`src/rtl/mem_arbiter_rr_pkg.sv`:
```
// rtl/mem_arbiter_rr_pkg.sv - shared types and helpers for the memory-port arbiter
package mem_arbiter_rr_pkg;

    typedef enum logic [1:0] {
        ARB_IDLE    = 2'd0,
        ARB_GRANT   = 2'd1,
        ARB_RELEASE = 2'd2
    } arb_state_t;

    localparam int DEF_N_CH   = 3;
    localparam int DEF_ADDR_W = 32;
    localparam int DEF_DATA_W = 128;

    // Index width that stays at least one bit wide for degenerate counts.
    function automatic int idx_w(input int n);
        return (n > 1) ? $clog2(n) : 1;
    endfunction

endpackage

```
`src/rtl/mem_arbiter_rr_if.sv`:
```
// rtl/mem_arbiter_rr_if.sv - requester/memory bundle seen by the arbiter
interface mem_arbiter_rr_if
    import mem_arbiter_rr_pkg::*;
#(
    parameter int N_CH   = DEF_N_CH,
    parameter int ADDR_W = DEF_ADDR_W,
    parameter int DATA_W = DEF_DATA_W
);
    logic [N_CH-1:0]        ch_req;
    logic [N_CH-1:0]        ch_rw;
    logic [N_CH*ADDR_W-1:0] ch_addr;
    logic [N_CH*DATA_W-1:0] ch_wdata;
    logic [N_CH-1:0]        ch_ack;
    logic [DATA_W-1:0]      ch_rdata;
    logic                   mem_enable;
    logic                   mem_rw;
    logic [ADDR_W-1:0]      mem_addr;
    logic [DATA_W-1:0]      mem_data_in;
    logic [DATA_W-1:0]      mem_data_out;
    logic                   mem_ack;

    // master: the arbiter itself; slave: the caches plus the memory pins
    modport master (
        input  ch_req, ch_rw, ch_addr, ch_wdata, mem_data_out, mem_ack,
        output ch_ack, ch_rdata, mem_enable, mem_rw, mem_addr, mem_data_in
    );

    modport slave (
        output ch_req, ch_rw, ch_addr, ch_wdata, mem_data_out, mem_ack,
        input  ch_ack, ch_rdata, mem_enable, mem_rw, mem_addr, mem_data_in
    );

endinterface

```
`src/rtl/mem_arbiter_rr_rr_priority_select.sv`:
```
// rtl/mem_arbiter_rr_rr_priority_select.sv - combinational winner pick, rotating or fixed
module rr_priority_select #(
    parameter int N_CH  = 3,
    parameter int IDX_W = 2
) (
    input  logic [N_CH-1:0]  req,
    input  logic [IDX_W-1:0] ptr,
    input  logic             rr_mode,
    output logic [IDX_W-1:0] gnt_idx,
    output logic             gnt_valid
);

    localparam logic [IDX_W:0] N_CH_W = (IDX_W+1)'(N_CH);

    logic [IDX_W-1:0] start;
    logic [IDX_W:0]   cand;

    // Walk from the farthest candidate back to the start so the closest one wins.
    always_comb begin
        gnt_idx   = '0;
        gnt_valid = 1'b0;
        cand      = '0;
        start     = rr_mode ? ptr : '0;
        for (int k = N_CH - 1; k >= 0; k--) begin
            cand = {1'b0, start} + (IDX_W+1)'(k);
            if (cand >= N_CH_W) begin
                cand = cand - N_CH_W;
            end
            if (req[cand[IDX_W-1:0]]) begin
                gnt_valid = 1'b1;
                gnt_idx   = cand[IDX_W-1:0];
            end
        end
    end

endmodule

```
`src/rtl/mem_arbiter_rr.sv`:
```
// rtl/mem_arbiter_rr.sv - N-channel cache-to-memory arbiter with ack timeout monitor
module mem_arbiter_rr
    import mem_arbiter_rr_pkg::*;
#(
    parameter int   N_CH    = DEF_N_CH,
    parameter int   ADDR_W  = DEF_ADDR_W,
    parameter int   DATA_W  = DEF_DATA_W,
    parameter bit   RR_MODE = 1'b1,
    parameter int   TIMEOUT = 255,
    localparam int  IDX_W   = idx_w(N_CH)
) (
    input  logic             clk,
    input  logic             reset,
    mem_arbiter_rr_if.master bus,
    output logic [IDX_W-1:0] grant_id,
    output logic             busy,
    output logic             timeout_err
);

    localparam int               CNT_W    = (TIMEOUT > 0) ? $clog2(TIMEOUT + 1) : 1;
    localparam logic [CNT_W-1:0] TO_MAX   = CNT_W'(TIMEOUT);
    localparam logic [IDX_W-1:0] LAST_IDX = IDX_W'(N_CH - 1);

    arb_state_t       state, state_nxt;
    logic [IDX_W-1:0] ptr;
    logic [IDX_W-1:0] gnt_idx;
    logic             gnt_valid;
    logic             grant_load;
    logic             complete;
    logic [CNT_W-1:0] to_cnt;

    logic [ADDR_W-1:0] addr_arr  [N_CH];
    logic [DATA_W-1:0] wdata_arr [N_CH];

    for (genvar g = 0; g < N_CH; g++) begin : g_unpack
        assign addr_arr[g]  = bus.ch_addr[g*ADDR_W +: ADDR_W];
        assign wdata_arr[g] = bus.ch_wdata[g*DATA_W +: DATA_W];
    end

    rr_priority_select #(
        .N_CH  (N_CH),
        .IDX_W (IDX_W)
    ) u_sel (
        .req       (bus.ch_req),
        .ptr       (ptr),
        .rr_mode   (RR_MODE),
        .gnt_idx   (gnt_idx),
        .gnt_valid (gnt_valid)
    );

    always_ff @(posedge clk) begin
        if (!reset) begin
            state <= ARB_IDLE;
        end else begin
            state <= state_nxt;
        end
    end

    // Requests are only looked at in IDLE; RELEASE gives requesters a cycle to drop.
    always_comb begin
        state_nxt  = state;
        grant_load = 1'b0;
        complete   = 1'b0;
        case (state)
            ARB_IDLE: begin
                if (gnt_valid) begin
                    state_nxt  = ARB_GRANT;
                    grant_load = 1'b1;
                end
            end
            ARB_GRANT: begin
                if (bus.mem_ack) begin
                    state_nxt = ARB_RELEASE;
                    complete  = 1'b1;
                end
            end
            ARB_RELEASE: state_nxt = ARB_IDLE;
            default:     state_nxt = ARB_IDLE;
        endcase
    end

    always_ff @(posedge clk) begin
        if (!reset) begin
            ptr             <= '0;
            grant_id        <= '0;
            busy            <= 1'b0;
            timeout_err     <= 1'b0;
            to_cnt          <= '0;
            bus.mem_enable  <= 1'b0;
            bus.mem_rw      <= 1'b0;
            bus.mem_addr    <= '0;
            bus.mem_data_in <= '0;
            bus.ch_ack      <= '0;
            bus.ch_rdata    <= '0;
        end else begin
            busy       <= (state_nxt != ARB_IDLE);
            bus.ch_ack <= '0;

            if (grant_load) begin
                grant_id        <= gnt_idx;
                bus.mem_enable  <= 1'b1;
                bus.mem_rw      <= bus.ch_rw[gnt_idx];
                bus.mem_addr    <= addr_arr[gnt_idx];
                bus.mem_data_in <= wdata_arr[gnt_idx];
                to_cnt          <= '0;
            end

            // Timeout only flags; the transaction keeps waiting for its ack.
            if (TIMEOUT > 0 && state == ARB_GRANT && !bus.mem_ack && to_cnt != TO_MAX) begin
                to_cnt <= to_cnt + CNT_W'(1);
                if (to_cnt == TO_MAX - CNT_W'(1)) begin
                    timeout_err <= 1'b1;
                end
            end

            if (complete) begin
                bus.mem_enable       <= 1'b0;
                bus.ch_ack[grant_id] <= 1'b1;
                if (!bus.mem_rw) begin
                    bus.ch_rdata <= bus.mem_data_out;
                end
                ptr <= (grant_id == LAST_IDX) ? '0 : grant_id + IDX_W'(1);
            end
        end
    end

endmodule

```
`src/flat_wrapper.sv`:
```
// flat-port wrapper written by rule: the top's interface ports become plain ports
module mem_arbiter_rr_flat import mem_arbiter_rr_pkg::*;
#(
    parameter int   N_CH    = DEF_N_CH,
    parameter int   ADDR_W  = DEF_ADDR_W,
    parameter int   DATA_W  = DEF_DATA_W,
    parameter bit   RR_MODE = 1'b1,
    parameter int   TIMEOUT = 255,
    localparam int  IDX_W   = idx_w(N_CH)
)
  (clk, reset, grant_id, busy, timeout_err, bus_ch_req, bus_ch_rw, bus_ch_addr, bus_ch_wdata, bus_mem_data_out, bus_mem_ack, bus_ch_ack, bus_ch_rdata, bus_mem_enable, bus_mem_rw, bus_mem_addr, bus_mem_data_in);
  mem_arbiter_rr_if #(.N_CH(N_CH), .ADDR_W(ADDR_W), .DATA_W(DATA_W)) bus_i ();
  input  logic clk;
  input  logic reset;
  output logic [IDX_W-1:0] grant_id;
  output logic busy;
  output logic timeout_err;
  input wire logic [$bits(bus_i.ch_req)-1:0] bus_ch_req;
  input wire logic [$bits(bus_i.ch_rw)-1:0] bus_ch_rw;
  input wire logic [$bits(bus_i.ch_addr)-1:0] bus_ch_addr;
  input wire logic [$bits(bus_i.ch_wdata)-1:0] bus_ch_wdata;
  input wire logic [$bits(bus_i.mem_data_out)-1:0] bus_mem_data_out;
  input wire logic [$bits(bus_i.mem_ack)-1:0] bus_mem_ack;
  output wire logic [$bits(bus_i.ch_ack)-1:0] bus_ch_ack;
  output wire logic [$bits(bus_i.ch_rdata)-1:0] bus_ch_rdata;
  output wire logic [$bits(bus_i.mem_enable)-1:0] bus_mem_enable;
  output wire logic [$bits(bus_i.mem_rw)-1:0] bus_mem_rw;
  output wire logic [$bits(bus_i.mem_addr)-1:0] bus_mem_addr;
  output wire logic [$bits(bus_i.mem_data_in)-1:0] bus_mem_data_in;
  assign bus_i.ch_req = bus_ch_req;
  assign bus_i.ch_rw = bus_ch_rw;
  assign bus_i.ch_addr = bus_ch_addr;
  assign bus_i.ch_wdata = bus_ch_wdata;
  assign bus_i.mem_data_out = bus_mem_data_out;
  assign bus_i.mem_ack = bus_mem_ack;
  assign bus_ch_ack = bus_i.ch_ack;
  assign bus_ch_rdata = bus_i.ch_rdata;
  assign bus_mem_enable = bus_i.mem_enable;
  assign bus_mem_rw = bus_i.mem_rw;
  assign bus_mem_addr = bus_i.mem_addr;
  assign bus_mem_data_in = bus_i.mem_data_in;
  mem_arbiter_rr #(.N_CH(N_CH), .ADDR_W(ADDR_W), .DATA_W(DATA_W), .RR_MODE(RR_MODE), .TIMEOUT(TIMEOUT)) u_core (.clk(clk), .reset(reset), .bus(bus_i), .grant_id(grant_id), .busy(busy), .timeout_err(timeout_err));
endmodule
```
`config.mk`:
```
export PLATFORM = sky130hd
export DESIGN_NAME = mem_arbiter_rr_flat
export DESIGN_NICKNAME = d
export VERILOG_FILES = /design/src/rtl/mem_arbiter_rr_pkg.sv /design/src/rtl/mem_arbiter_rr_if.sv /design/src/rtl/mem_arbiter_rr_rr_priority_select.sv /design/src/rtl/mem_arbiter_rr.sv /design/src/flat_wrapper.sv
export SDC_FILE = /design/constraint.sdc
export NUM_CORES = 1
export LEC_CHECK = 0
export ABC_AREA = 1
export ABC_CLOCK_PERIOD_IN_PS = 3900
export CAP_MARGIN = 20
export CORE_AREA = 2 2 355 357
export CTS_CLUSTER_DIAMETER = 200
export DETAILED_ROUTE_END_ITERATION = 10
export DIE_AREA = 0 0 357 359
export SLEW_MARGIN = 20
export SYNTH_ARGS = -nofsm -noshare
export SYNTH_HDL_FRONTEND = slang
export SYNTH_HIERARCHICAL = 1
export SYNTH_SLANG_ARGS = --single-unit
```
`constraint.sdc`:
```
create_clock -name clk -period 3.9 [get_ports clk]
set_clock_uncertainty 0.15 [all_clocks]
set_input_delay 1.17 -clock clk [delete_from_list [all_inputs] [get_ports clk]]
set_output_delay 1.17 -clock clk [all_outputs]
set_load 0.02 [all_outputs]
```
==> results.md, run 1 <==
- Worst r2r dst: u_core/bus.mem_data_in[114]
- Synth-to-Final Area Change: 91.27%
- Worst vdd ir: roughly 0.29 mV
- Post-placement cell area: about 0.025 mm²
- Peak Freq: between 300 and 400 MHz
- Register area share after synthesis: 0.4455
- Final setup fails: 0
- CP Launch Type: flip-flop
- R2r startpoint: u_core/ptr[1]
- First-pass GRT wire length: 137.2 mm
- DIE HEIGHT: approximately 360 µm
- Drt pass-1 iters: 7
- Starting Density: 0.1114
- CP max stage cell: clkdlybuf4s50_1
- Flop pwr share: 0.312
- Clock insertion delay at the later pin of the skew report: around 610 ps
- Dpl cells: 4,444
- Final period utilization: 0.8452
- CP Max Fanout: 2
- CP Capture Type: output pin
- Hold/Removal Path Class: reg -> reg
- Final Hold Fails: 0
- Internal power: 7.935 mW
- Clock slew at reported path FFs: approximately 50 ps
- Setup WS pre-CTS: -110.7 ps
- Reg2reg setup slack: 760 ps
- Post-DP HPWL: roughly 80 mm
- Die area: 0.1282 mm²
- R2R depth: 14
- Avg Cell Area, Syn: 7.059 µm²
- Routed len/inst: 22.52 µm
- Most used routing layer: met2
- Distinct cells, synth: 32
- Share of cells above drive strength 1: 0.05921
- DR iter-0 viols: 1,523
- Met2 Use GR: 0.2469
- Number of global-route vias before repair: 17,310
- Worst Path Buf+Inv: 1
- Synth Instances: a little under 2,000
- Seq cells post-synth: around 300
- Synth Warn #: 6
- CTS H-tree depth: 2
- CTS tree: yes
- Relative slew slack: 0.3948
- Hold depth: 2
- Hold Path Origin: u_core/timeout_err
- CTS buffer count: 44
- # rows: 130
- Finished Layout Cells: between 4,000 and 5,000
- Number of max-cap violations: 0
- Worst path depth: 1
- Cell area after layout: between 0.02 and 0.03 mm²
- Clk sink count: about 300
- Number of routed nets with antenna violations: 0
- Final nets: around 3,500
- Post_cts resized: 0
- Outcome: finished clean
- Net Switching: roughly 4.3 mW
- Die Width: ~360 µm
- Largest net degree at the start of global routing: approximately 140
- Clock network power share: 0.347
- Critical path's top delay family: buffers and inverters
- CP Cell Sequence: clkdlybuf4s50_1
- Leak pwr: 9.857 nW
- Comb pwr share: 0.341
- Via count: about 18,000
- Met3 GRT Util: 0.05081
- Worst Hold Path EP: u_core/timeout_err
- RSZ-0062 raised after global routing: no
- PortBufs: about 900
- Residual DRC: 0
- Core Box Area: roughly 0.12 mm²
- Met1 Resource Use GR: 0.1816
- Mapped cell area: 0.01388 mm²
- Setup CP Type: reg -> out
- Total GRT Usage: 0.1509
- CP max stage delay: a little under 1000 ps
- Setup ws final: about 600 ps
- Antenna violations before repair: 44
- I/O pin total: 914
- Crit path time final: about 3300 ps
- Arrival time worst endpoint: 1980 ps
- Via-to-Cell Ratio: a little under 4
- Root buffer cell: clkbuf_16
- Worst-Margin Slew: about 900 ps
- CTS hold repair buffers: 0
- GR Overflow Total: 0
- Switching part of the total: 0.3516
- CTS max path bufs: 3
- Slew Viols, Final: 0
- Gpl congestion: roughly 0.95
- PwrDens: 460.8 mW/mm²
- Drt total wl: a little over 100 mm
- CP required: roughly 2600 ps
- Setup bufs post-CTS: 0
[synthesized netlist by cell type]
cell,instances,area share
nor2_1,591,0.16
o21ai_0,421,0.15
a21oi_1,334,0.12
dfxtp_1,309,0.45
clkbuf_1,75,0.020
buf_2,39,0.014
nand2_1,39,0.011
buf_6,36,0.029
o21ai_1,35,0.013
nand3_1,21,0.0076
inv_1,19,0.0051
buf_1,12,0.0032
inv_2,7,0.0019
buf_4,4,0.0022
ha_1,3,0.0027
a31o_2,2,0.0013
nand3_2,2,0.0014
nor2_2,2,0.00090
nor2_4,2,0.0016
nor3_1,2,0.00072
a21oi_2,1,0.00063
a31oi_1,1,0.00045
and3_1,1,0.00045
buf_8,1,0.0011
clkinv_1,1,0.00027
clkinv_2,1,0.00036
conb_1,1,0.00027
nand2_2,1,0.00045
nor2_8,1,0.0014
o21bai_1,1,0.00054
xnor2_1,1,0.00063
xor2_1,1,0.00063
[through the flow]
| stage | TNS, ps | utilization | power [mW] | hold WS [ps] |
|---|---|---|---|---|
| finish | 0 | 0.2131 | 12.24 | 306.5 |
| global route | 0 | 0.2131 | 12.80 | 343.4 |
| CTS | 0 | 0.2130 | 12.42 | 315.9 |
| detailed placement | -110.7 | 0.2011 | 8.057 | 306.8 |
| global placement | -139.4 | 0.2011 | 8.050 | 302.9 |
| floorplan | 0 | - | 5.560 | 340.2 |
[flip-flops by register name (all words and copies together) (netlist names)]
signal and cells:
u_core/timeout_err 1, u_core/bus.mem_data_in 128, u_core/grant_id 2, u_core/bus.mem_enable 1, u_core/bus.ch_rdata 128, u_core/ptr 2
u_core/bus.mem_addr 32, u_core/to_cnt 8, u_core/bus.mem_rw 1, u_core/busy 1, u_core/state 2, u_core/bus.ch_ack 3
[placed cells by master (no fill, tap or decap), types with 7 or more instances in the layout]
cell	synthesis	layout
clkdlybuf4s50_1	0	912
nor2_1	591	591
o21ai_0	421	421
a21oi_1	334	334
dfxtp_1	309	309
buf_4	4	54
clkbuf_16	0	46
nand2_1	39	37
o21ai_1	35	35
buf_12	0	24
nand3_1	21	21
inv_1	19	19
clkbuf_8	0	7
clkbuf_1	75	7
[power by group through the flow]
stage	logic [mW]	registers, mW	clock network, mW
5_1_grt	4.45	3.86	4.49
3_5_place_dp	4.18	3.87	0
4_1_cts	4.21	3.81	4.40
3_3_place_gp	4.19	3.86	0
2_1_floorplan	1.23	4.33	0
6_report	4.18	3.82	4.25
[cells by family (layout without fill, tap and decap cells)]
group | Yosys count | after routing | synth area share
buffers and inverters | 195 | 1096 | 0.07768
DFF | 309 | 309 | 0.4455
and+or+nand+nor | 662 | 662 | 0.1849
other | 1 | 9 | 0.0002701
AOI/OAI and AO/OA | 795 | 795 | 0.2876
xor gates and xnor gates | 2 | 2 | 0.001262
adders and majority gates | 3 | 3 | 0.002704
[how the worst max path moves through the flow]
| stage | end | slack, ps | from |
|---|---|---|---|
| after floorplan | u_core/bus.mem_addr[12] | 1120 | bus_ch_req[0] |
| after detailed placement | u_core/bus.mem_data_in[114] | -110 | bus_ch_req[1] |
| after global placement | u_core/bus.mem_data_in[114] | -140 | bus_ch_req[1] |
| after CTS | bus_mem_data_in[4] | 500 | u_core/bus.mem_data_in[4] |
| final | bus_mem_addr[7] | 600 | u_core/bus.mem_addr[7] |
| after global routing | u_core/bus.mem_data_in[114] | 390 | bus_ch_req[1] |
[metal layers]
metal / share of wire / routed length, µm
met5: 0.0016 / 164
met4: 0.039 / 3975
met3: 0.096 / 9821
met2: 0.46 / 46520
met1: 0.41 / 41430
[area by class of cell]
class	instances	area, µm²
diodes	5	12.51
clock buffers	60	1274
clock inverters	17	219.0
fillers	13900	98040
inverters	28	117.6
multi-input cells	1466	6654
flip-flops and latches	309	6186
well taps	1650	2064
repair buffers	991	10030
Note: power is estimated with default switching activity, not from simulation.
==> inputs of run 2 (changes only) <==
ABC_CLOCK_PERIOD_IN_PS = 2850   (was 3900)
CORE_AREA = 2 2 353 355   (was 2 2 355 357)
DIE_AREA = 0 0 355 357   (was 0 0 357 359)
clock period = 2.85 ns   (was 3.9 ns; I/O delays follow)
==> run 2 against run 1 <==
Effect of this change:
- sequential power up 37%
- sequential share of layout area decreased by 0.27 points
- critical path type unchanged
- largest cell class unchanged
- total power is 36% higher
==> results.md, run 2 (same netlist as run 1, synthesis figures left out) <==
- Outcome: finished clean
- Via-to-Cell Ratio: 3.759 (-4.5%)
- Leak pwr: 10.23 nW (+3.8%)
- Setup CP Type: reg -> out
- Storage cell area: 0.006186 mm² (unchanged)
- RSZ-0062 raised after global routing: no
- Clock insertion delay at the later pin of the skew report: 600 ps (about the same)
- CP required: 1850 ps (-730 ps)
- Antenna violations before repair: 19 (-57%)
- Fin util: 0.2185 (+0.005334)
- CP Launch Type: flip-flop
- Relative slew slack: 0.6296 (+0.2348)
- Root buffer cell: clkbuf_16
- Most frequent cells in the layout: clkdlybuf4s50_1 (880), nor2_1 (590), o21ai_0 (418)
- Slew Viols, Final: 0 (unchanged)
- Number of max-cap violations: 0 (unchanged)
- Via count: 17,140 (-3.8%)
- Number of routed nets with antenna violations: 0 (unchanged)
- Starting Density: 0.1129 (+0.001453)
- Arrival time worst endpoint: 1780 ps (-200 ps)
- CP max stage delay: 740 ps (-240 ps)
- Critical path's top delay family: buffers and inverters
- Final setup fails: 0 (unchanged)
- Worst-Margin Slew: 553.9 ps (-344.5 ps)
- Residual DRC: 0 (unchanged)
- Worst Path Buf+Inv: 1 (unchanged)
- PwrDens: 618.1 mW/mm² (+34%)
- # rows: 129 (-0.77%)
- CTS buffer count: 41 (-6.8%)
- Final nets: 3,507 (+1.4%)
- Number of global-route vias before repair: 16,650 (-3.8%)
- Crit path time final: roughly 2800 ps
- I/O pin total: 914 (unchanged)
- Drt total wl: 93.66 mm (-8.1%)
- PortBufs: 913 (unchanged)
- Routed len/inst: 20.54 µm (-8.8%)
- Most common cell after layout, fill and taps aside: clkdlybuf4s50_1
- CP Cell Sequence: clkdlybuf4s50_1
- CTS hold repair buffers: 0 (unchanged)
- DIE HEIGHT: 357 µm (-0.56%)
- GR Overflow Total: 0 (unchanged)
- CP Max Fanout: 2 (unchanged)
- Worst vdd ir: 0.4620 mV (+62%)
- Die Width: 355 µm (-0.56%)
- Setup bufs post-CTS: 0 (unchanged)
- First-pass GRT wire length: 125.5 mm (-8.5%)
- Peak Freq: ~360 MHz
- Gpl congestion: 0.9092 (-4.0%)
- # fillers: 13,610 (-2.1%)
- Drt pass-1 iters: 5 (-2)
- CTS max path bufs: 3 (unchanged)
- Multi-input logic area: 0.006671 mm² (+0.26%)
- Final Hold Fails: 0 (unchanged)
- CP max stage cell: clkdlybuf4s50_1
- Total Power: 16.61 mW (+36%)
- CP Capture Type: output pin
- CTS tree: yes
- Final period utilization: 0.9788
- Top Registers: u_core/bus.ch_rdata: 128 flops, u_core/bus.mem_data_in: 128 flops, u_core/bus.mem_addr: 32 flops
- Clock slew at reported path FFs: 60 ps (about the same)
- Die area: 0.1267 mm² (-1.1%)
- Hold/Removal Path Class: reg -> reg
- Core Box Area: 0.1230 mm² (-1.3%)
- Total GRT Usage: 0.1381 (-0.01279)
- Clk sink count: 309 (unchanged)
- Post-DP HPWL: 75.66 mm (-7.4%)
- Largest net degree at the start of global routing: 79 (-41%)
- CTS H-tree depth: 2 (unchanged)
- Share of cells above drive strength 1: 0.08016 (+0.02095)
- DR iter-0 viols: 1,155 (-24%)
- Synth-to-Final Area Change: 93.53%
[run 2: worst paths after layout]
check / cells after the start / to / slack, ps / startpoint
worst min-delay path: 2 / u_core/timeout_err / 300 / u_core/timeout_err
worst min register to register: 2 / u_core/timeout_err / 300 / u_core/timeout_err
worst max-delay path: 1 / bus_mem_data_in[111] / 60 / u_core/bus.mem_data_in[111]
worst max register to register: 18 / u_core/bus.mem_data_in[83] / 230 / u_core/ptr[0]
[run 2: report_power, final]
group / internal (mW) / switching, mW / total, mW
registers: 4.89 / 0.334 / 5.23
clock network: 3.44 / 2.29 / 5.74
logic: 2.52 / 3.13 / 5.64
[run 2: stage by stage]
stage / instance area (µm²) / std cells / TNS [ps] / worst slack, ps / hold slack, ps
global placement: 25370 / 4481 / -62930 / -682.4 / 298.9
CTS: 26820 / 4556 / 0 / 1.538 / 310.3
detailed placement: 25370 / 4481 / -64370 / -625.0 / 303.5
finish: 26870 / 4560 / 0 / 60.28 / 304.3
floorplan: 13900 / 1970 / 0 / 389.5 / 340.2
global route: 26870 / 4558 / 0 / 0.9452 / 346.0
[run 2: area by class of cell]
type / instances / share of cell area
Antenna cell: 4 / 0.0003725
Clock buffer: 56 / 0.04363
Clock inverter: 19 / 0.01104
Inverter: 28 / 0.004470
Multi-Input combinational cell: 1466 / 0.2483
Sequential cell: 309 / 0.2302
Tap cell: 1637 / 0.07622
Timing Repair Buffer: 1041 / 0.3858
[run 2: worst register-to-register path: stages, from the launching register on]
cell and delay, ps:
dfxtp_1 310, nand2_1 70, inv_1 70, ha_4 280, inv_1 50, nand2_1 60, nand3_1 80, nand2_2 80
nor2_1 40, nand2_1 60, nand2_1 50, nand2_1 90, nand2_4 100, buf_4 150, nor2_4 130, buf_12 210
buf_16 250, a21oi_1 160, a21oi_1 170
[run 2: what timing repair did]
action / in CTS / in global routing
cloned: 0 / 0
hold endpoints to repair: 0 / 0
gates resized for setup: 18 / 13
setup endpoints to repair: 20 / 36
[run 2: routing by layer]
metal	vias up	GRT usage	wire, µm
li1	8462	-	-
met1	7920	0.1720	40480
met2	672	0.2282	43280
met3	83	0.04765	8140
met4	2	0.03144	1747
met5	-	0	10
==> inputs of run 3 (changes only) <==
MAX_ROUTING_LAYER = met4   (was not set)
RECOVER_POWER = 25   (was not set)
==> run 3 against run 2 <==
Effect of this change:
- worst hold slack barely moved
- first-iteration DRC count barely moved
- wire length barely moved
- total power fell by 0.25%
- largest cell class unchanged
- highest routed layer is now met4
==> results.md, run 3 (same netlist as run 1, synthesis figures left out) <==
- Worst vdd ir: 0.4636 mV (+0.36%)
- Final Hold Fails: 0 (unchanged)
- Clock insertion delay at the later pin of the skew report: 600 ps (about the same)
- CTS buffer count: 41 (unchanged)
- Synth-to-Final Area Change: 92.87%
- Number of routed nets with antenna violations: 0 (unchanged)
- CP max stage cell: clkdlybuf4s50_1
- Relative slew slack: 0.4827 (-0.1469)
- Fin util: 0.2177 (-0.0007430)
- Setup bufs post-CTS: 0 (unchanged)
- CP required: 1850 ps (about the same)
- Peak Freq: 356.8 MHz (-0.46%)
- Worst path depth: 1 (unchanged)
- DR iter-0 viols: 1,156 (+0.087%)
- Multi-input logic area: 0.006660 mm² (-0.17%)
- # fillers: 13,630 (+0.12%)
- Drt total wl: 93.72 mm (about the same)
- Root buffer cell: clkbuf_16
- Number of global-route vias before repair: 16,670 (+0.078%)
- Die area: 0.1267 mm² (unchanged)
- Core Box Area: 0.1230 mm² (unchanged)
- PortBufs: 913 (unchanged)
- Antenna violations before repair: 20 (+1)
- Setup CP Type: reg -> out
- Die Width: 355 µm (unchanged)
- Cell area after layout: 0.02678 mm² (-0.34%)
- Crit path to: bus_mem_data_in[111]
- PwrDens: 618.6 mW/mm² (about the same)
- Residual DRC: 0 (unchanged)
- Starting Density: 0.1129 (unchanged)
- Clock slew at reported path FFs: 60 ps (about the same)
- Drt pass-1 iters: 5 (unchanged)
- Final setup fails: 0 (unchanged)
- CTS H-tree depth: 2 (unchanged)
- Final nets: 3,507 (unchanged)
- Via count: 17,270 (+0.78%)
- Gpl congestion: 0.9251 (+1.7%)
- Most frequent cells in the layout: clkdlybuf4s50_1 (879), nor2_1 (591), o21ai_0 (426)
- Worst r2r dst: u_core/bus.mem_addr[29]
- Reg2reg setup slack: 260 ps (+30 ps)
- Finished Layout Cells: 4,560 (unchanged)
- CP Max Fanout: 2 (unchanged)
- Arrival time worst endpoint: 1800 ps (+20 ps)
- Dpl cells: 4,481 (unchanged)
- Post-placement cell area: 0.02537 mm² (unchanged)
- Critical path's top delay family: buffers and inverters
- CP Launch Type: flip-flop
- Total GRT Usage: 0.1423 (+0.004202)
- CP Cell Sequence: clkdlybuf4s50_1
- First-pass GRT wire length: 125.4 mm (about the same)
- Worst Setup SP: u_core/bus.mem_data_in[111]
- Worst Path Buf+Inv: 1 (unchanged)
- Hold WS: 304.0 ps (-0.2420 ps)
- Top Registers: u_core/bus.ch_rdata: 128 flops, u_core/bus.mem_data_in: 128 flops, u_core/bus.mem_addr: 32 flops
- CP Capture Type: output pin
- Most common cell after layout, fill and taps aside: clkdlybuf4s50_1
- Crit path time final: 2803 ps (+12.99 ps)
- DIE HEIGHT: 357 µm (unchanged)
- Hold/Removal Path Class: reg -> reg
- Clk sink count: 309 (unchanged)
- Setup TNS: 0 ps (unchanged)
- RSZ-0062 raised after global routing: no
- # rows: 129 (unchanged)
- Number of max-cap violations: 0 (unchanged)
- Post-DP HPWL: 75.66 mm (unchanged)
- Leak pwr: 10.18 nW (-0.54%)
- R2r startpoint: u_core/ptr[0]
- Largest net degree at the start of global routing: 79 (unchanged)
- Hold depth: 2 (unchanged)
- CTS tree: yes
- Routed len/inst: 20.55 µm (about the same)
- CP max stage delay: 740 ps (about the same)
- Slew Viols, Final: 0 (unchanged)
- Via-to-Cell Ratio: 3.788 (+0.78%)
- Storage cell area: 0.006186 mm² (unchanged)
- I/O pin total: 914 (unchanged)
- CTS max path bufs: 3 (unchanged)
- Share of cells above drive strength 1: 0.07571 (-0.004454)
- Final period utilization: 0.9834 (+0.004556)
- GR Overflow Total: 0 (unchanged)
- Outcome: finished clean
- R2R depth: 18 (unchanged)
- Worst-Margin Slew: 779.3 ps (+225.5 ps)
[run 3: cell types whose count changed in the layout (fill, tap and decap cells not counted), sizes merged]
cell and change:
buf -15, clkbuf +15, clkdlybuf4s50 -1, dlygate4sd3 +1
[run 3: layout make-up]
cell class | count | share of cell area
Clock buffer | 56 | 0.04378
Clock inverter | 19 | 0.01107
Multi-Input combinational cell | 1466 | 0.2487
Sequential cell | 309 | 0.2310
Inverter | 28 | 0.004392
Antenna cell | 4 | 0.0003738
Tap cell | 1637 | 0.07648
Timing Repair Buffer | 1041 | 0.3842
[run 3: where the power goes]
| group | leakage [nW] | switching [mW] | internal [mW] |
|---|---|---|---|
| registers | 2.55 | 0.332 | 4.89 |
| clock network | 0.726 | 2.28 | 3.44 |
| logic | 6.90 | 3.13 | 2.48 |
[run 3: worst register-to-register path: cells and delay by family, from the launching register on]
family,cells,cell delay (ps)
adder cells (fa/ha/maj),1,280
flip-flops,1,310
buffers and inverters,5,800
AO/OA/AOI/OAI,2,230
AND/OR/NAND/NOR,10,740
[run 3: repair_timing]
item / 4_1_cts / 5_1_grt
endpoints found under the setup margin: 20 / 36
gates resized for setup: 18 / 13
pin swaps: 0 / 0
hold buffers: 0 / 0
[run 3: layer usage]
| layer | track usage | share of wire |
|---|---|---|
| met5 | - | 0 |
| met4 | 0.03127 | 0.016 |
| met3 | 0.04628 | 0.094 |
| met2 | 0.2285 | 0.46 |
| met1 | 0.1728 | 0.43 |
[run 3: worst min path at each step]
stage / start / to / slack [ps]
after floorplan: u_core/to_cnt[6] / u_core/to_cnt[6] / 340
after global placement: u_core/timeout_err / u_core/timeout_err / 300
after detailed placement: u_core/timeout_err / u_core/timeout_err / 300
after CTS: u_core/timeout_err / u_core/timeout_err / 310
after global routing: u_core/timeout_err / u_core/timeout_err / 350
final: u_core/timeout_err / u_core/timeout_err / 300
[run 3: through the flow]
step	power, mW	setup WS (ps)
6_report	16.57	47.29
5_1_grt	17.43	0.9757
4_1_cts	16.95	1.538
3_5_place_dp	11.04	-625.0
3_3_place_gp	11.02	-682.4
2_1_floorplan	7.608	389.5
==> edit 1, RTL diff (config.mk and constraints of run 3) <==
`TIMEOUT` is set to 255 in 2 places; all go to 510.
--- a/src/rtl/mem_arbiter_rr.sv
+++ b/src/rtl/mem_arbiter_rr.sv
@@ -6,7 +6,7 @@
     parameter int   ADDR_W  = DEF_ADDR_W,
     parameter int   DATA_W  = DEF_DATA_W,
     parameter bit   RR_MODE = 1'b1,
-    parameter int   TIMEOUT = 255,
+    parameter int   TIMEOUT = 510,
     localparam int  IDX_W   = idx_w(N_CH)
 ) (
     input  logic             clk,
--- a/src/flat_wrapper.sv
+++ b/src/flat_wrapper.sv
@@ -5,7 +5,7 @@
     parameter int   ADDR_W  = DEF_ADDR_W,
     parameter int   DATA_W  = DEF_DATA_W,
     parameter bit   RR_MODE = 1'b1,
-    parameter int   TIMEOUT = 255,
+    parameter int   TIMEOUT = 510,
     localparam int  IDX_W   = idx_w(N_CH)
 )
   (clk, reset, grant_id, busy, timeout_err, bus_ch_req, bus_ch_rw, bus_ch_addr, bus_ch_wdata, bus_mem_data_out, bus_mem_ack, bus_ch_ack, bus_ch_rdata, bus_mem_enable, bus_mem_rw, bus_mem_addr, bus_mem_data_in);
Function: not settled (the Yosys comparison gave no result); the edit may change what the design does.
==> edit 1 against run 3 <==
  * Total power is 1.5% higher
  * Count of clock-buffer cells in the layout is 9 higher
  * Synthesized cell count is 0.76% higher
  * Core utilization is 0.52 points higher
  * Worst setup slack better by 0.060 ns
  * Non-clock buffer count is 29 higher
  * Sequential cell count is 1 higher
  * Combinational power is 0.9% lower
  * Critical endpoint is now bus_mem_data_in[10]
  * Hold slack worse by 0.0017 ns
  * Cell area is 2.4% higher
  * Routed wire length is 11% lower
  * Area after synthesis is 0.27% higher
==> edit 1: results <==
{
  "max_slew_margin": 0.390,
  "holdPathStages": 2,
  "drive_gt1_frac": 0.0789,
  "synthXorXnorAreaFrac": 0.00126,
  "nets": 3554,
  "ys_seq_area_frac": 0.446,
  "first_pass_iters": 5,
  "synth-adder-area-share": 0.00359,
  "synth_flop_cell": "dfxtp_1",
  "rr_worst_depth": 18,
  "r2r_setup_slack_ns": 0.18,
  "internal_power_mw": 11.2,
  "synthMuxAreaShare": 0,
  "ys_top_cells_by_count": "nor2_1, o21ai_0, a21oi_1, dfxtp_1, clkbuf_1",
  "r2r_start": "u_core/ptr[0]",
  "dp.cells": 4516,
  "vias_per_cell": 3.84,
  "status": "finished clean",
  "routedWlPerCell_microns": 18.1,
  "crit_arrival_ns": 1.74,
  "synth_cell_types": 28,
  "p_comb_frac": 0.331,
  "synth_top_family_by_area": "compound AO/OA/AOI/OAI gates",
  "yosys_warnings": 6,
  "synth_compound_area_frac": 0.287,
  "ys_top_cells_by_area": "dfxtp_1, nor2_1, o21ai_0, a21oi_1, buf_6",
  "syn_inst": 1982,
  "clk_pin_slew_ns": 0.05,
  "power.leakage_nw": 10.3,
  "cts_root_buf": "clkbuf_16",
  "max_stage_delay_ns": 0.81,
  "r2r_end": "u_core/bus.mem_data_in[81]",
  "slowest_stage": "clkdlybuf4s50_1",
  "first_iter_violations": 1438,
  "grt_max_degree": 66,
  "port_buffers": 913,
  "grt_pass1_wl_mm": 114,
  "cts_inserted_buffers": 44,
  "max-vdd-ir-drop_uv": 339,
  "async_flop_share": 0,
  "cp_top_family": "buffers and inverters",
  "hold_class": "reg2reg",
  "antenna_found_initial": 7,
  "post-dp-hpwl_mm": 63.1,
  "gp_congestion": 0.927,
  "grt.total_usage": 0.123,
  "hold_end": "u_core/timeout_err",
  "htree_levels": 2,
  "vias": 17700,
  "cts_buffer_depth": 3,
  "grt_pass1_vias": 17100,
  "critPathMaxFanout": 2
}
-- edit 1: cell count changes in the layout (fill, tap and decap cells not counted), sizes merged, moves of 2 or more --
cell / delta
buf: -2
clkbuf: +29
clkdlybuf4s50: +28
clkinv: -8
diode: +2
dlygate4sd2: -14
dlymetal6s2s: -3
inv: +5
nand2: +10
nand3: -5
nand3b: +2
nand4: +2
-- edit 1: power groups by stage --
stage                     Sequential [mW]  Clock (mW)  Combinational (mW)
after floorplan                      5.93           0                1.68
after global placement               5.31           0                5.54
after detailed placement             5.31           0                5.54
after CTS                            5.23        6.25                5.56
after global routing                 5.29        6.37                5.96
final                                5.23        6.01                5.56
-- edit 1: final cells by class --
cell class                 count  area [sq um]
clock inverter                14           228
fill                       13600         95600
clock buffer                  65          1310
sequential                   310          6210
antenna                        6          15.0
tap                         1637          2050
inverter                      30           123
timing repair buffer        1070         10800
multi-input combinational   1477          6710
-- edit 1: stage by stage --
| stage | setup slack [ns] | area (sq um) | hold WS, ns |
|---|---|---|---|
| final | 0.108 | 27400 | 0.302 |
| after floorplan | 0.376 | 13900 | 0.323 |
| after CTS | 0.0345 | 27300 | 0.312 |
| after detailed placement | -0.431 | 25800 | 0.303 |
| after global routing | -0.00396 | 27400 | 0.353 |
| after global placement | -0.467 | 25800 | 0.297 |
-- edit 1: timing repair --
| action | in CTS | in global routing |
|---|---|---|
| gates resized for setup | 3 | 15 |
| pin swaps | 0 | 7 |
| buffers inserted | 0 | 1 |
| gates cloned | 0 | 7 |
| endpoints found under the setup margin | 3 | 104 |
-- edit 1: worst max path at each step --
| stage | startpoint | cells past startpoint | endpoint |
|---|---|---|---|
| after floorplan | bus_ch_req[0] | 17 | u_core/bus.mem_addr[0] |
| after global placement | bus_ch_req[1] | 14 | u_core/bus.mem_addr[15] |
| after detailed placement | bus_ch_req[1] | 16 | u_core/bus.mem_data_in[102] |
| after CTS | u_core/bus.mem_data_in[10] | 1 | bus_mem_data_in[10] |
| after global routing | u_core/ptr[0] | 19 | u_core/bus.mem_addr[31] |
| final | u_core/bus.mem_data_in[10] | 1 | bus_mem_data_in[10] |
-- edit 1: worst register-to-register path: cells and delay by family, from the launching register on --
kind	cells	cell delay, ns
AO/OA/AOI/OAI	2	0.24
adder cells (fa/ha/maj)	1	0.28
buffers and inverters	5	0.76
flip-flops	1	0.33
AND/OR/NAND/NOR	10	0.85
-- edit 1: logic make-up after synthesis --
group | after synthesis
compound gates | 796
fa+ha+maj | 4
buf+inv | 198
flops | 310
other cells | 1
xor+xnor | 2
simple gates | 671
-- edit 1: metal layers --
metal	global-route usage	routed length (microns)	vias to the layer above
met2	0.191	38000	877
li1	-	-	8573
met1	0.149	34600	8087
met3	0.0337	7150	158
met5	-	0	-
met4	0.0573	3710	0
==> edit 2, RTL diff (flow settings as in run 3) <==
Made on the original files. Register the output `timeout_err` once more, cleared by the reset; this adds one clock of latency there. The other outputs are not delayed to match.
--- a/src/rtl/mem_arbiter_rr.sv
+++ b/src/rtl/mem_arbiter_rr.sv
@@ -20,6 +20,8 @@
     localparam int               CNT_W    = (TIMEOUT > 0) ? $clog2(TIMEOUT + 1) : 1;
     localparam logic [CNT_W-1:0] TO_MAX   = CNT_W'(TIMEOUT);
     localparam logic [IDX_W-1:0] LAST_IDX = IDX_W'(N_CH - 1);
+
+    logic timeout_err_s0;
 
     arb_state_t       state, state_nxt;
     logic [IDX_W-1:0] ptr;
@@ -84,7 +86,7 @@
             ptr             <= '0;
             grant_id        <= '0;
             busy            <= 1'b0;
-            timeout_err     <= 1'b0;
+            timeout_err_s0  <= 1'b0;
             to_cnt          <= '0;
             bus.mem_enable  <= 1'b0;
             bus.mem_rw      <= 1'b0;
@@ -109,7 +111,7 @@
             if (TIMEOUT > 0 && state == ARB_GRANT && !bus.mem_ack && to_cnt != TO_MAX) begin
                 to_cnt <= to_cnt + CNT_W'(1);
                 if (to_cnt == TO_MAX - CNT_W'(1)) begin
-                    timeout_err <= 1'b1;
+                    timeout_err_s0 <= 1'b1;
                 end
             end
 
@@ -124,5 +126,13 @@
         end
     end
 
+    always_ff @(posedge clk) begin
+        if (!reset) begin
+            timeout_err <= '0;
+        end else begin
+            timeout_err <= timeout_err_s0;
+        end
+    end
+
 endmodule
 
Check against the original RTL: not settled (the Yosys comparison gave no result); the edit may change what the design does.
==> edit 2 against run 3 <==
  * Sequential cell count increased by 1
  * Synthesized cell count increased by 0.10%
  * Critical path type unchanged
  * Critical path depth unchanged
  * Sequential power about the same
  * Highest routed layer unchanged
  * Area after synthesis about the same
  * Count of clock-buffer cells in the layout increased by 6
  * Hold slack got worse by 0.013 ns
  * Routed wire length increased by 9.0%
  * Total power about the same
  * Cell count increased by 0.57%
  * First-iteration DRC count increased by 6.7%
  * Worst setup slack improved by 0.036 ns
  * Cell area increased by 0.88%
==> edit 2: results <==
{
  "r2r_setup_slack_ns": 0.17,
  "wl_met3_mm": 8.60,
  "max_slew_margin": 0.170,
  "crit_arrival_ns": 1.76,
  "routedWlPerCell_microns": 22.3,
  "ys_top_cells_by_count": "nor2_1, o21ai_0, a21oi_1, dfxtp_1, clkbuf_1",
  "insertion_delay_ns": 0.57,
  "wl_met2_mm": 49.0,
  "vias_per_cell": 3.90,
  "nets": 3516,
  "finalCriticalPeriod_ns": 2.77,
  "rr_worst_depth": 16,
  "post-dp-hpwl_mm": 83.7,
  "fillers": 13700,
  "grt_pass1_vias": 17600,
  "grt.total_usage": 0.157,
  "max-vdd-ir-drop_uv": 328,
  "crit_end": "bus_mem_addr[5]",
  "pre_cts_slack_ns": -0.645,
  "drive_gt1_frac": 0.0751,
  "placed_area_sq_um": 25600,
  "wirelength_mm": 102,
  "synth_cell_types": 30,
  "syn_avg_cell_area_sq_um": 7.05,
  "gp_congestion": 0.928,
  "status": "finished clean",
  "wl_met1_mm": 41.6,
  "antenna_found_initial": 36,
  "cts_inserted_buffers": 42,
  "grt_pass1_wl_mm": 137,
  "power.leakage_nw": 10.1,
  "grt_max_degree": 98,
  "dp.cells": 4484,
  "ys_seq_area_frac": 0.447,
  "max_stage_delay_ns": 0.68,
  "first_iter_violations": 1234,
  "critPathLaunch": "u_core/bus.mem_addr[5]",
  "r2r_end": "u_core/bus.mem_data_in[56]"
}
## edit 2: routing by layer
| layer | vias to the layer above | track usage |
|---|---|---|
| met1 | 8379 | 0.180 |
| met2 | 839 | 0.260 |
| met4 | 0 | 0.0507 |
| met5 | - | - |
| li1 | 8515 | - |
| met3 | 139 | 0.0485 |
## edit 2: worst min path at each step
stage	end	cells past startpoint	slack, ns	start
floorplan	u_core/timeout_err	2	0.25	u_core/timeout_err_s0
global placement	u_core/timeout_err	2	0.27	u_core/timeout_err_s0
detailed placement	u_core/timeout_err	2	0.29	u_core/timeout_err_s0
CTS	u_core/timeout_err	2	0.29	u_core/timeout_err_s0
global route	u_core/timeout_err	2	0.33	u_core/timeout_err_s0
finish	u_core/timeout_err	2	0.29	u_core/timeout_err_s0
## edit 2: layout make-up
class                   instances  area, sq um  area share
repair buffers               1046        10500       0.388
multi-input cells            1467         6670       0.247
flip-flops and latches        310         6210       0.230
well taps                    1637         2050      0.0758
clock buffers                  62         1210      0.0446
clock inverters                14          200     0.00741
inverters                      28          125     0.00463
diodes                         21         52.6     0.00195
repair inverters                1         8.76    0.000324
## edit 2: cell families after synthesis
| family | synth area share |
|---|---|
| AOI/OAI and AO/OA | 0.288 |
| and+or+nand+nor | 0.185 |
| DFF | 0.447 |
| buffers and inverters | 0.0755 |
| adders and majority gates | 0.00270 |
| other | 0.000270 |
| xor gates and xnor gates | 0.00126 |
## edit 2: report_power, final
group / switching, mW / leakage (nW) / total [mW] / internal, mW
registers: 0.309 / 2.56 / 5.22 / 4.91
logic: 3.22 / 6.90 / 5.80 / 2.58
clock network: 2.23 / 0.690 / 5.54 / 3.31
total: 5.76 / 10.1 / 16.6 / 10.8
## edit 2: timing repair
item | in CTS | in global routing
pin swaps | 0 | 2
setup buffers | 0 | 3
endpoints found under the setup margin | 3 | 86
resized for setup | 3 | 19
gates cloned | 0 | 2
## edit 2: metrics by stage
stage                     TNS [ns]  hold slack (ns)
after floorplan                  0            0.250
after global placement      -79.19            0.274
after detailed placement    -80.94            0.293
after CTS                        0            0.290
after global routing             0            0.326
final                            0            0.291
